===== src/rtl/instr_fetch_pkg.sv =====
// -----------------------------------------------------------------------------
// instr_fetch_pkg
//   Shared widths, constants and state encoding for the instruction fetch
//   stage and its fetch buffer.
//   WordWidth        : address / PC width in bits
//   InstructionWidth : instruction word width in bits
//   PcIncrement      : byte distance between sequential instructions
//   EntryWidth       : width of one buffered entry {abort, pc, instr}
//   if_state_e       : request FSM states (IF_REQ_IDLE, IF_REQ, IF_WAIT)
// -----------------------------------------------------------------------------
package instr_fetch_pkg;

  localparam int WordWidth        = 32;
  localparam int InstructionWidth = 32;
  localparam int PcIncrement      = 4;
  localparam int EntryWidth       = 1 + WordWidth + InstructionWidth;

  typedef enum logic [1:0] {
    IF_REQ_IDLE = 2'd0,
    IF_REQ      = 2'd1,
    IF_WAIT     = 2'd2
  } if_state_e;

  // Clear the byte-offset bits so every fetch address is word aligned.
  function automatic logic [WordWidth-1:0] word_align(input logic [WordWidth-1:0] addr);
    return addr & ~WordWidth'(3);
  endfunction

endpackage


===== src/rtl/instr_fetch_buffer.sv =====
// -----------------------------------------------------------------------------
// fetch_buffer
//   Small synchronous FIFO holding fetched entries on their way to decode.
//   The head entry is presented combinationally; a flush empties the FIFO
//   and takes priority over any push or pop in the same cycle.
//   Ports:
//     clk, rst_n : clock, asynchronous active-low reset
//     flush      : discard every entry (push/pop of this cycle ignored)
//     push, wdata: write one entry at the tail
//     pop        : remove the head entry
//     rdata      : head entry (all zero while empty)
//     valid      : FIFO holds at least one entry
//     count      : number of entries currently held
// -----------------------------------------------------------------------------
module fetch_buffer #(
  parameter int DEPTH = 2,
  parameter int WIDTH = 65,
  parameter int CW    = $clog2(DEPTH) + 1
) (
  input  logic             clk,
  input  logic             rst_n,
  input  logic             flush,
  input  logic             push,
  input  logic [WIDTH-1:0] wdata,
  input  logic             pop,
  output logic [WIDTH-1:0] rdata,
  output logic             valid,
  output logic [CW-1:0]    count
);

  localparam int AW = (DEPTH > 1) ? $clog2(DEPTH) : 1;

  logic [WIDTH-1:0] entry [DEPTH];
  logic [AW-1:0]    rd_ptr;
  logic [AW-1:0]    wr_ptr;
  logic             full;
  logic             push_ok;
  logic             pop_ok;

  assign valid   = (count != '0);
  assign full    = (count == CW'(DEPTH));
  // A push into a full FIFO is still accepted when the head leaves this cycle.
  assign push_ok = push && (!full || pop);
  assign pop_ok  = pop && valid;

  // Zero the head while empty so stale storage never reaches decode.
  assign rdata = valid ? entry[rd_ptr] : '0;

  always_ff @(posedge clk or negedge rst_n) begin
    if (!rst_n) begin
      rd_ptr <= '0;
      wr_ptr <= '0;
      count  <= '0;
    end else if (flush) begin
      rd_ptr <= '0;
      wr_ptr <= '0;
      count  <= '0;
    end else begin
      if (push_ok) wr_ptr <= wr_ptr + AW'(1);
      if (pop_ok)  rd_ptr <= rd_ptr + AW'(1);
      case ({push_ok, pop_ok})
        2'b10:   count <= count + CW'(1);
        2'b01:   count <= count - CW'(1);
        default: count <= count;
      endcase
    end
  end

  // Storage carries no reset: contents are only observable through valid.
  always_ff @(posedge clk) begin
    if (push_ok && !flush) entry[wr_ptr] <= wdata;
  end

endmodule


===== src/rtl/instr_fetch.sv =====
// -----------------------------------------------------------------------------
// instr_fetch
//   Instruction fetch stage: generates the PC, issues one word read at a time
//   on the instruction memory request/response interface, buffers returned
//   words and hands {instr, pc, abort} to decode over valid/ready. A redirect
//   from execute flushes the buffer, reloads the PC and drops the response of
//   any request that was in flight.
//   Ports:
//     clk, rst_n      : clock, asynchronous active-low reset
//     imem_req/addr   : read request and word-aligned byte address
//     imem_gnt        : request accepted (handshake with imem_req)
//     imem_rvalid     : one in-order response per granted request
//     imem_rdata/err  : response word and bus fault flag
//     redirect_valid  : load redirect_pc (low two bits ignored)
//     if_valid/ready  : handshake toward decode
//     if_instr/pc     : head instruction and its address
//     if_abort        : head entry carried a bus fault (if_instr is zero)
// -----------------------------------------------------------------------------
module instr_fetch
  import instr_fetch_pkg::*;
#(
  parameter logic [WordWidth-1:0] RESET_PC  = 32'h0000_0000,
  parameter int                   BUF_DEPTH = 2
) (
  input  logic                        clk,
  input  logic                        rst_n,
  output logic                        imem_req,
  output logic [WordWidth-1:0]        imem_addr,
  input  logic                        imem_gnt,
  input  logic                        imem_rvalid,
  input  logic [InstructionWidth-1:0] imem_rdata,
  input  logic                        imem_err,
  input  logic                        redirect_valid,
  input  logic [WordWidth-1:0]        redirect_pc,
  output logic                        if_valid,
  input  logic                        if_ready,
  output logic [InstructionWidth-1:0] if_instr,
  output logic [WordWidth-1:0]        if_pc,
  output logic                        if_abort
);

  localparam int CntW = $clog2(BUF_DEPTH) + 1;

  if_state_e                state;
  if_state_e                state_next;
  logic [WordWidth-1:0]     fetch_pc;
  logic [WordWidth-1:0]     fetch_pc_next;
  logic [WordWidth-1:0]     inflight_pc;
  logic                     discard;
  logic                     discard_next;

  logic [CntW-1:0]          buf_count;
  logic [CntW-1:0]          count_after;
  logic                     space_now;
  logic                     space_after;
  logic                     granted;
  logic                     push;
  logic                     pop;
  logic [EntryWidth-1:0]    push_entry;
  logic [EntryWidth-1:0]    head_entry;

  assign imem_addr = fetch_pc;
  assign granted   = (state == IF_REQ) && imem_gnt;

  // A redirect drops the response arriving with it and any pop offered by decode.
  assign push = (state == IF_WAIT) && imem_rvalid && !discard && !redirect_valid;
  assign pop  = if_valid && if_ready && !redirect_valid;

  // A faulting fetch is buffered with a zeroed instruction and the abort flag.
  assign push_entry = {imem_err, inflight_pc,
                       imem_err ? {InstructionWidth{1'b0}} : imem_rdata};

  // Occupancy once this cycle's push/pop have landed; no request is in flight
  // at that point because space is only re-evaluated as a response retires.
  always_comb begin
    count_after = buf_count;
    if (push) count_after = count_after + CntW'(1);
    if (pop)  count_after = count_after - CntW'(1);
  end

  assign space_now   = (buf_count < CntW'(BUF_DEPTH));
  assign space_after = (count_after < CntW'(BUF_DEPTH));

  always_ff @(posedge clk or negedge rst_n) begin
    if (!rst_n) begin
      state       <= IF_REQ_IDLE;
      fetch_pc    <= RESET_PC;
      inflight_pc <= '0;
      discard     <= 1'b0;
    end else begin
      state    <= state_next;
      fetch_pc <= fetch_pc_next;
      discard  <= discard_next;
      if (granted) inflight_pc <= fetch_pc;
    end
  end

  always_comb begin
    state_next    = state;
    fetch_pc_next = fetch_pc;
    discard_next  = discard;
    imem_req      = 1'b0;

    case (state)
      IF_REQ_IDLE: begin
        if (space_now) state_next = IF_REQ;
      end
      IF_REQ: begin
        imem_req = 1'b1;
        if (imem_gnt) begin
          fetch_pc_next = fetch_pc + WordWidth'(PcIncrement);
          state_next    = IF_WAIT;
        end
      end
      IF_WAIT: begin
        if (imem_rvalid) begin
          discard_next = 1'b0;
          state_next   = space_after ? IF_REQ : IF_REQ_IDLE;
        end
      end
      default: state_next = IF_REQ_IDLE;
    endcase

    if (redirect_valid) begin
      fetch_pc_next = word_align(redirect_pc);
      // Only one request can be outstanding, so a single flag is enough to
      // swallow its response.
      discard_next  = ((state == IF_WAIT) && !imem_rvalid) || granted;
      case (state)
        IF_REQ_IDLE: state_next = IF_REQ;
        // An ungranted request is withdrawn for a cycle before the target is
        // issued. A request granted in this very cycle is already on the bus,
        // so wait for (and drop) its response rather than issue a second one.
        IF_REQ:      state_next = imem_gnt ? IF_WAIT : IF_REQ_IDLE;
        // The buffer is flushed, so there is room for the target right away.
        IF_WAIT:     state_next = imem_rvalid ? IF_REQ : IF_WAIT;
        default:     state_next = IF_REQ_IDLE;
      endcase
    end
  end

  fetch_buffer #(
    .DEPTH (BUF_DEPTH),
    .WIDTH (EntryWidth),
    .CW    (CntW)
  ) u_fetch_buffer (
    .clk   (clk),
    .rst_n (rst_n),
    .flush (redirect_valid),
    .push  (push),
    .wdata (push_entry),
    .pop   (pop),
    .rdata (head_entry),
    .valid (if_valid),
    .count (buf_count)
  );

  assign if_abort = head_entry[EntryWidth-1];
  assign if_pc    = head_entry[EntryWidth-2 -: WordWidth];
  assign if_instr = head_entry[InstructionWidth-1:0];

`ifndef SYNTHESIS
  // A response to a request issued before reset may still trickle in after
  // release; tolerate responses until the first post-reset grant.
  logic stale_window;
  always_ff @(posedge clk or negedge rst_n) begin
    if (!rst_n)                     stale_window <= 1'b1;
    else if (imem_req && imem_gnt)  stale_window <= 1'b0;
  end

  // Responses are only legal while a request is outstanding.
  a_rvalid_in_wait: assert property (@(posedge clk) disable iff (!rst_n)
    !(imem_rvalid && (state != IF_WAIT) && !stale_window));
`endif

endmodule


===== config.mk =====
export PLATFORM = sky130hd
export DESIGN_NAME = instr_fetch
export DESIGN_NICKNAME = d
export VERILOG_FILES = /design/src/rtl/instr_fetch_pkg.sv /design/src/rtl/instr_fetch_buffer.sv /design/src/rtl/instr_fetch.sv
export SDC_FILE = /design/constraint.sdc
export NUM_CORES = 1
export LEC_CHECK = 0
export ABC_AREA = 1
export CAP_MARGIN = 20
export CORE_MARGIN = 2
export CORE_UTILIZATION = 47
export DETAILED_ROUTE_END_ITERATION = 8
export PLACE_DENSITY = 0.72
export SLEW_MARGIN = 20
export SYNTH_ARGS = -nofsm -noshare
export SYNTH_HDL_FRONTEND = slang
export SYNTH_SLANG_ARGS = --single-unit

===== constraint.sdc =====
create_clock -name clk -period 9 [get_ports clk]
set_input_delay 0.9 -clock clk [delete_from_list [all_inputs] [get_ports clk]]
set_output_delay 0.9 -clock clk [all_outputs]
set_load 0.005 [all_outputs]

==> load_flow_metrics.sql <==
INSERT INTO impl_metrics (metric_group, metric, value, unit) VALUES
('clock_network', 'clk_pin_slew', '70', 'ps'),
('timing', 'min_period', '3476', 'ps'),
('clock_network', 'numCtsBuffers', '17', ''),
('clock_network', 'htreeDepth', '4', ''),
('drt', 'final_antenna_net_count', '0', ''),
('layout', 'final-instance-count-excl-fill', '1272', ''),
('worst_setup_path', 'worstSetupPathType', 'flip-flop to primary output', ''),
('clock_network', 'clock_sink_count', '193', ''),
('floorplanning', 'rows', '49', ''),
('grt', 'maximum_number_of_pins_on_one_net_before_global_route_repair', '68', ''),
('min_path', 'min_path_cells', '0', ''),
('worst_setup_path', 'path_common_cell', 'sky130_fd_sc_hd__inv_1', ''),
('timing', 'grt_setup_unrepaired', 'false', ''),
('drt', 'drt_first_pass_iters', '5', ''),
('layout', 'antenna-diode-count', '0', ''),
('synthesis', 'synth_common_cells', '180 x sky130_fd_sc_hd__nor2_1, 147 x sky130_fd_sc_hd__nand2_1, 126 x sky130_fd_sc_hd__edfxtp_1, 104 x sky130_fd_sc_hd__o21ai_0, 82 x sky130_fd_sc_hd__inv_1', ''),
('min_path', 'min-delay-start', 'inflight_pc[20]$_DFFE_PN0P_', ''),
('drt', 'starting_drt_drc_count', '494', ''),
('drt', 'avgViaCountPerCell', '5.079', ''),
('synthesis', 'post_synth_inst_count', '877', ''),
('synthesis', 'synth.top_cells.by_area', 'sky130_fd_sc_hd__edfxtp_1 44%, sky130_fd_sc_hd__dfrtp_1 20%, sky130_fd_sc_hd__nor2_1 7.9%', ''),
('drt', 'drt-total-wl', '19.21', 'mm'),
('floorplanning', 'initial_standard_cell_utilization_of_the_core', '47.90', '%'),
('synthesis', 'async_reset_ff_share', '34.72', '%'),
('synthesis', 'synth_enable_flop_cells', '126', ''),
('worst_setup_path', 'start_kind', 'flip-flop', ''),
('worst_setup_path', 'r2r_setup_slack', '5820', 'ps'),
('synthesis', 'avgSynthCellArea', '9.777', 'µm²'),
('clock_network', 'post_cts_hold_buffer_count', '0', ''),
('synthesis', 'post_synth_cell_types', '34', ''),
('floorplanning', 'dieHeight', '139.1', 'µm'),
('worst_setup_path', 'crit_required', '8100', 'ps'),
('flow_run', 'max-cap-violations', '0', ''),
('clock_network', 'clk_path_buf_depth', '2', ''),
('min_path', 'holdCritPathClass', 'flip-flop to flip-flop', ''),
('clock_network', 'cts_resized', '0', ''),
('worst_setup_path', 'slowest_delay', '540', 'ps'),
('floorplanning', 'pin_count', '170', ''),
('grt', 'grt_use_met3', '3.902', '%'),
('grt', 'grt-ovfl-total', '0', ''),
('worst_setup_path', 'rr_startpoint', 'u_fetch_buffer.count[0]$_DFFE_PN0P_', ''),
('synthesis', 'synth.ff_latch_count', '193', ''),
('synthesis', 'yosysSeqAreaShare', '63.68', '%'),
('placed_design', 'dp_hpwl', '12.42', 'mm'),
('worst_setup_path', 'path_delay_family', 'buffers and inverters', ''),
('timing', 'max_freq', '287.7', 'MHz'),
('grt', 'vias_in_the_first_global_route', '6146', ''),
('run_status', 'outcome', 'finished, final reports clean', ''),
('timing', 'finalHoldViolCount', '0', ''),
('grt', 'antenna_found_initial', '0', ''),
('synthesis', 'synth_top_cell_area_share', '44.13', '%'),
('clock_network', 'root_buffer', 'sky130_fd_sc_hd__clkbuf_16', ''),
('drt', 'wl_per_cell', '15.11', 'µm'),
('clock_network', 'clock_tree_from_tritoncts', 'done', ''),
('worst_setup_path', 'r2r.worst_path.cells', '9', ''),
('synthesis', 'postSynth.topFlopCell', 'sky130_fd_sc_hd__edfxtp_1', ''),
('grt', 'gr_met1_demand_resource', '28.18', '%'),
('placed_design', 'placed_cells_incl_taps', '1240', ''),
('drt', 'remaining_drc_errors', '0', ''),
('layout', 'drive_gt1_share', '6.807', '%'),
('timing', 'skew', '6.661', 'ps'),
('worst_setup_path', 'cp.arrival', '2580', 'ps'),
('placed_design', 'place_congestion', '0.9314', ''),
('drt', 'dr_total_vias', '6461', ''),
('timing', 'worst-slew-pin-transition', '960.7', 'ps'),
('worst_setup_path', 'timing.critical_path.cells', 'inv_1 > ha_1 > inv_1 > buf_4 > o21ai_0 > nor2_1 > clkdlybuf4s50_1', ''),
('layout', 'nNetsFinal', '1104', ''),
('timing', 'setup-tns-final', '0', 'ps'),
('timing', 'final-setup-viol-count', '0', ''),
('clock_network', 'post-cts-setup-buffer-count', '0', ''),
('worst_setup_path', 'crit_slowest_cell', 'sky130_fd_sc_hd__clkdlybuf4s50_1', '');
[through the flow]
| step | cell area, µm² | util (%) | hold WS [ps] | setup slack, ps |
|---|---|---|---|---|
| global route | 11020 | 61.57 | 495.7 | 5345 |
| floorplan | 8586 | - | 438.2 | 4303 |
| CTS | 11020 | 61.57 | 473.4 | 5466 |
| finish | 11020 | 61.57 | 473.7 | 5524 |
| detailed placement | 10410 | 58.12 | 457.0 | 5447 |
| global placement | 10410 | 58.12 | 450.0 | 5488 |
[per-layer routing]
| layer | up-vias | wire (µm) |
|---|---|---|
| met1 | 2994 | 8657 |
| met5 | - | 0 |
| met2 | 246 | 9000 |
| li1 | 3192 | - |
| met4 | 0 | 369 |
| met3 | 29 | 1187 |
[flip-flops by register name, summed over array words and instances (netlist names)]
register,cells
discard,1
imem_addr,30
inflight_pc,30
state,2
u_fetch_buffer.count,2
u_fetch_buffer.entry,126
u_fetch_buffer.rd_ptr,1
u_fetch_buffer.wr_ptr,1
[kinds of logic after synthesis]
logic type / share of synthesized area [%]
buf+inv: 6.143
simple gates: 19.31
compound gates: 8.420
flops: 63.68
other cells: 0.04373
mux: 0.1313
fa+ha+maj: 0.4378
xor+xnor: 1.839
[how the worst max path moves through the flow]
stage / slack [ps] / to / startpoint / cells past startpoint
finish: 5520 / if_pc[20] / u_fetch_buffer.count[0]$_DFFE_PN0P_ / 7
global route: 5350 / if_pc[22] / u_fetch_buffer.count[0]$_DFFE_PN0P_ / 7
CTS: 5470 / if_pc[22] / u_fetch_buffer.rd_ptr$_DFFE_PN0P_ / 5
detailed placement: 5450 / u_fetch_buffer.entry[0][4]$_DFFE_PP_ / redirect_valid / 8
global placement: 5490 / u_fetch_buffer.entry[1][4]$_DFFE_PP_ / redirect_valid / 8
floorplan: 4300 / u_fetch_buffer.entry[0][0]$_DFFE_PP_ / redirect_valid / 6
[final cells by class]
cell class / count / area, µm²
clock buffers: 24 / 536.8
inverters: 93 / 349.1
flip-flops and latches: 193 / 5461
fillers: 1500 / 6879
multi-input cells: 553 / 2614
repair buffers: 172 / 1694
clock inverters: 8 / 81.33
well taps: 229 / 286.5
[worst reg2reg max path: cells and delay by family, from the launching register on]
kind	cells	cell delay, ps
simple gates	3	580
flops	1	350
buf+inv	4	1330
compound gates	1	290
fa+ha+maj	1	210
[power by group]
group / total, µW / internal [µW] / switching [µW]
clock: 770 / 451 / 319
combinational: 853 / 411 / 442
sequential: 1210 / 1100 / 111
total: 2830 / 1960 / 871
[cell usage in the layout (no fill, tap or decap), drive strengths merged, types with 9 or more instances in the layout]
cell type	netlist	layout
dfrtp	67	67
nor3	10	10
o221ai	9	9
clkbuf	31	24
inv	93	98
nand4	10	10
edfxtp	126	126
nand3	28	28
xor2	17	17
nor2	189	189
nand2	153	153
o21ai	111	111
clkdlybuf4s50	0	162
buf	10	10
No activity file was read; power rests on OpenSTA's default activity.
==> patch, RTL diff (config.mk and constraints unchanged) <==
The 3 states of `if_state_e` get a one-hot encoding in 3 bits.
--- a/src/rtl/instr_fetch_pkg.sv
+++ b/src/rtl/instr_fetch_pkg.sv
@@ -15,10 +15,10 @@
   localparam int PcIncrement      = 4;
   localparam int EntryWidth       = 1 + WordWidth + InstructionWidth;
 
-  typedef enum logic [1:0] {
-    IF_REQ_IDLE = 2'd0,
-    IF_REQ      = 2'd1,
-    IF_WAIT     = 2'd2
+  typedef enum logic [2:0] {
+    IF_REQ_IDLE = 3'b001,
+    IF_REQ      = 3'b010,
+    IF_WAIT     = 3'b100
   } if_state_e;
 
   // Clear the byte-offset bits so every fetch address is word aligned.
Check against the original RTL: same outputs for any inputs over 4 cycles, from zero or initial values and one cycle with rst_n low; so few cycles prove little.
==> patch against the unedited design <==
Total power decreased by 6.8%; routed wire length decreased by 1.8%; synthesized area decreased by 0.18%; core utilization decreased by 0.53 points; setup slack got worse by 0.21 ns; cell area decreased by 0.86%; hold slack got worse by 0.0041 ns; sequential cell count increased by 1.
==> patch: results (changes against the unedited design) <==
Place
• **dpl cell area** 10370 um^2, -0.30%
• **global placer's final weighted congestion** 0.8504, -8.7%
• **Post-Place Cells** 1223, -1.4%

Synth
• **most used standard cells in the synthesized netlist** sky130_fd_sc_hd__nor2_1 (190), sky130_fd_sc_hd__nand2_1 (128), sky130_fd_sc_hd__edfxtp_1 (126)
• **synthesized area per cell** 9.930 um^2, +1.6%
• **share of the synthesized netlist area taken by xor and xnor gates** 0.01740, -0.0009910
• **post-synthesis adder-cell area fraction** 0.004385, +0.000007679
• **synth unique cells** 36, +5.9%
• **register area share after synthesis** 0.6410, +0.004187
• **multiplexer share of the synthesized area** 0, -0.001313
• **share of the synthesized area in compound gates (AO/OA/AOI/OAI)** 0.09165, +0.007457
• **post-synthesis async set-or-reset flop share** 0.3505, +0.003365
• **top cells by area, synth** sky130_fd_sc_hd__edfxtp_1 (44%), sky130_fd_sc_hd__dfrtp_1 (20%), sky130_fd_sc_hd__nor2_1 (8.3%)

Detailed routing
• **sum of routed wire segments on met1** 8639 um, -0.21%
• **met2 wire length** 9069 um, +0.77%
• **vias per cell** 5.045, -0.68%
• **amount of wire on met3 after detailed routing** 1042 um, -12%
• **detailed router's first-iteration violation count** 398, -19%

Global route
• **maximum number of pins on one net before global-route repair** 69, +1.5%
• **global-route wire length before repair** 30330 um, -3.1%
• **met3 track demand over resource in global routing** 0.03798, -0.001036
• **Total Routing Usage GR** 0.1980, -0.004733
• **global-route met2 utilization** 0.3282, +0.004148
• **met1 routing resource usage after global routing** 0.2707, -0.01117
• **via count of the first global-routing pass** 5960, -3.0%

Worst setup path
• **data arrival time of the critical path** 3.75 ns, +1.17 ns
• **flop-to-flop setup slack** 6.12 ns, +0.30 ns
• **worst reg2reg startpoint** u_fetch_buffer.count[0]
• **cell with the largest stage delay on the worst path** sky130_fd_sc_hd__nor2_4
• **depth of the most critical reg-to-reg path** 8, -1
• **maximum net fanout on the critical path** 38, -42%
• **worst reg2reg path endpoint** u_fetch_buffer.entry[1][16]

Power and ir drop
• **net switching power of the design** 0.8226 mW, -5.6%
• **Static Leak** 4.450 nW, -0.88%
• **worst-case vdd ir drop** 0.1560 mV, +5.4%

Status
• **run status** finished clean

Layout
• **max FFs per register** 126, unchanged
• **fraction of final layout cells with drive strength greater than 1** 0.06238, -0.005695
• **number of fillers in the final layout** 1490, -0.67%
• **Final nets** 1087, -1.5%

STA
• **Slew headroom** 0.4147, +0.05668
• **clock skew** 0.008049 ns, +0.001388 ns

Worst hold path
• **hold worst-path end** u_fetch_buffer.entry[0][52]

## patch: cell types whose count changed after synthesis, moves of 4 or more
cell,delta
sky130_fd_sc_hd__nand2_1,-19
sky130_fd_sc_hd__nor2_1,+10
sky130_fd_sc_hd__o21ai_1,-7
sky130_fd_sc_hd__inv_2,-5
sky130_fd_sc_hd__o21ai_0,+5
sky130_fd_sc_hd__a21oi_1,+4
## patch: how the worst max path moves through the flow
| stage | startpoint | end | depth (start not counted) |
|---|---|---|---|
| floorplan | redirect_valid | u_fetch_buffer.entry[1][0] | 6 |
| global placement | redirect_valid | u_fetch_buffer.entry[1][29] | 8 |
| detailed placement | redirect_valid | u_fetch_buffer.entry[1][29] | 8 |
| CTS | u_fetch_buffer.rd_ptr | if_pc[17] | 5 |
| global route | redirect_valid | u_fetch_buffer.entry[1][16] | 8 |
| finish | redirect_valid | u_fetch_buffer.entry[1][16] | 8 |
## patch: layout make-up
class	count	area, um^2	share of cell area
Clock buffer	18	429.2	0.03927
Clock inverter	14	122.6	0.01122
Inverter	91	341.6	0.03126
Multi-Input combinational cell	539	2579	0.2360
Sequential cell	194	5490	0.5024
Tap cell	229	286.5	0.02622
Timing Repair Buffer	170	1679	0.1537
## patch: power groups by stage
stage	sequential, mW	clock [mW]	combinational (mW)
floorplan	1.17	0	0.378
global placement	1.20	0	0.740
detailed placement	1.21	0	0.752
CTS	1.20	0.718	0.755
global route	1.21	0.751	0.831
finish	1.20	0.702	0.743
## patch: through the flow
stage               worst slack, ns  hold slack, ns    util
floorplan                     4.236          0.4424       -
global placement              4.869          0.4492  0.5795
detailed placement            4.796          0.4528  0.5795
CTS                           5.185          0.4693  0.6103
global route                  5.083          0.4898  0.6104
finish                        5.312          0.4695  0.6104
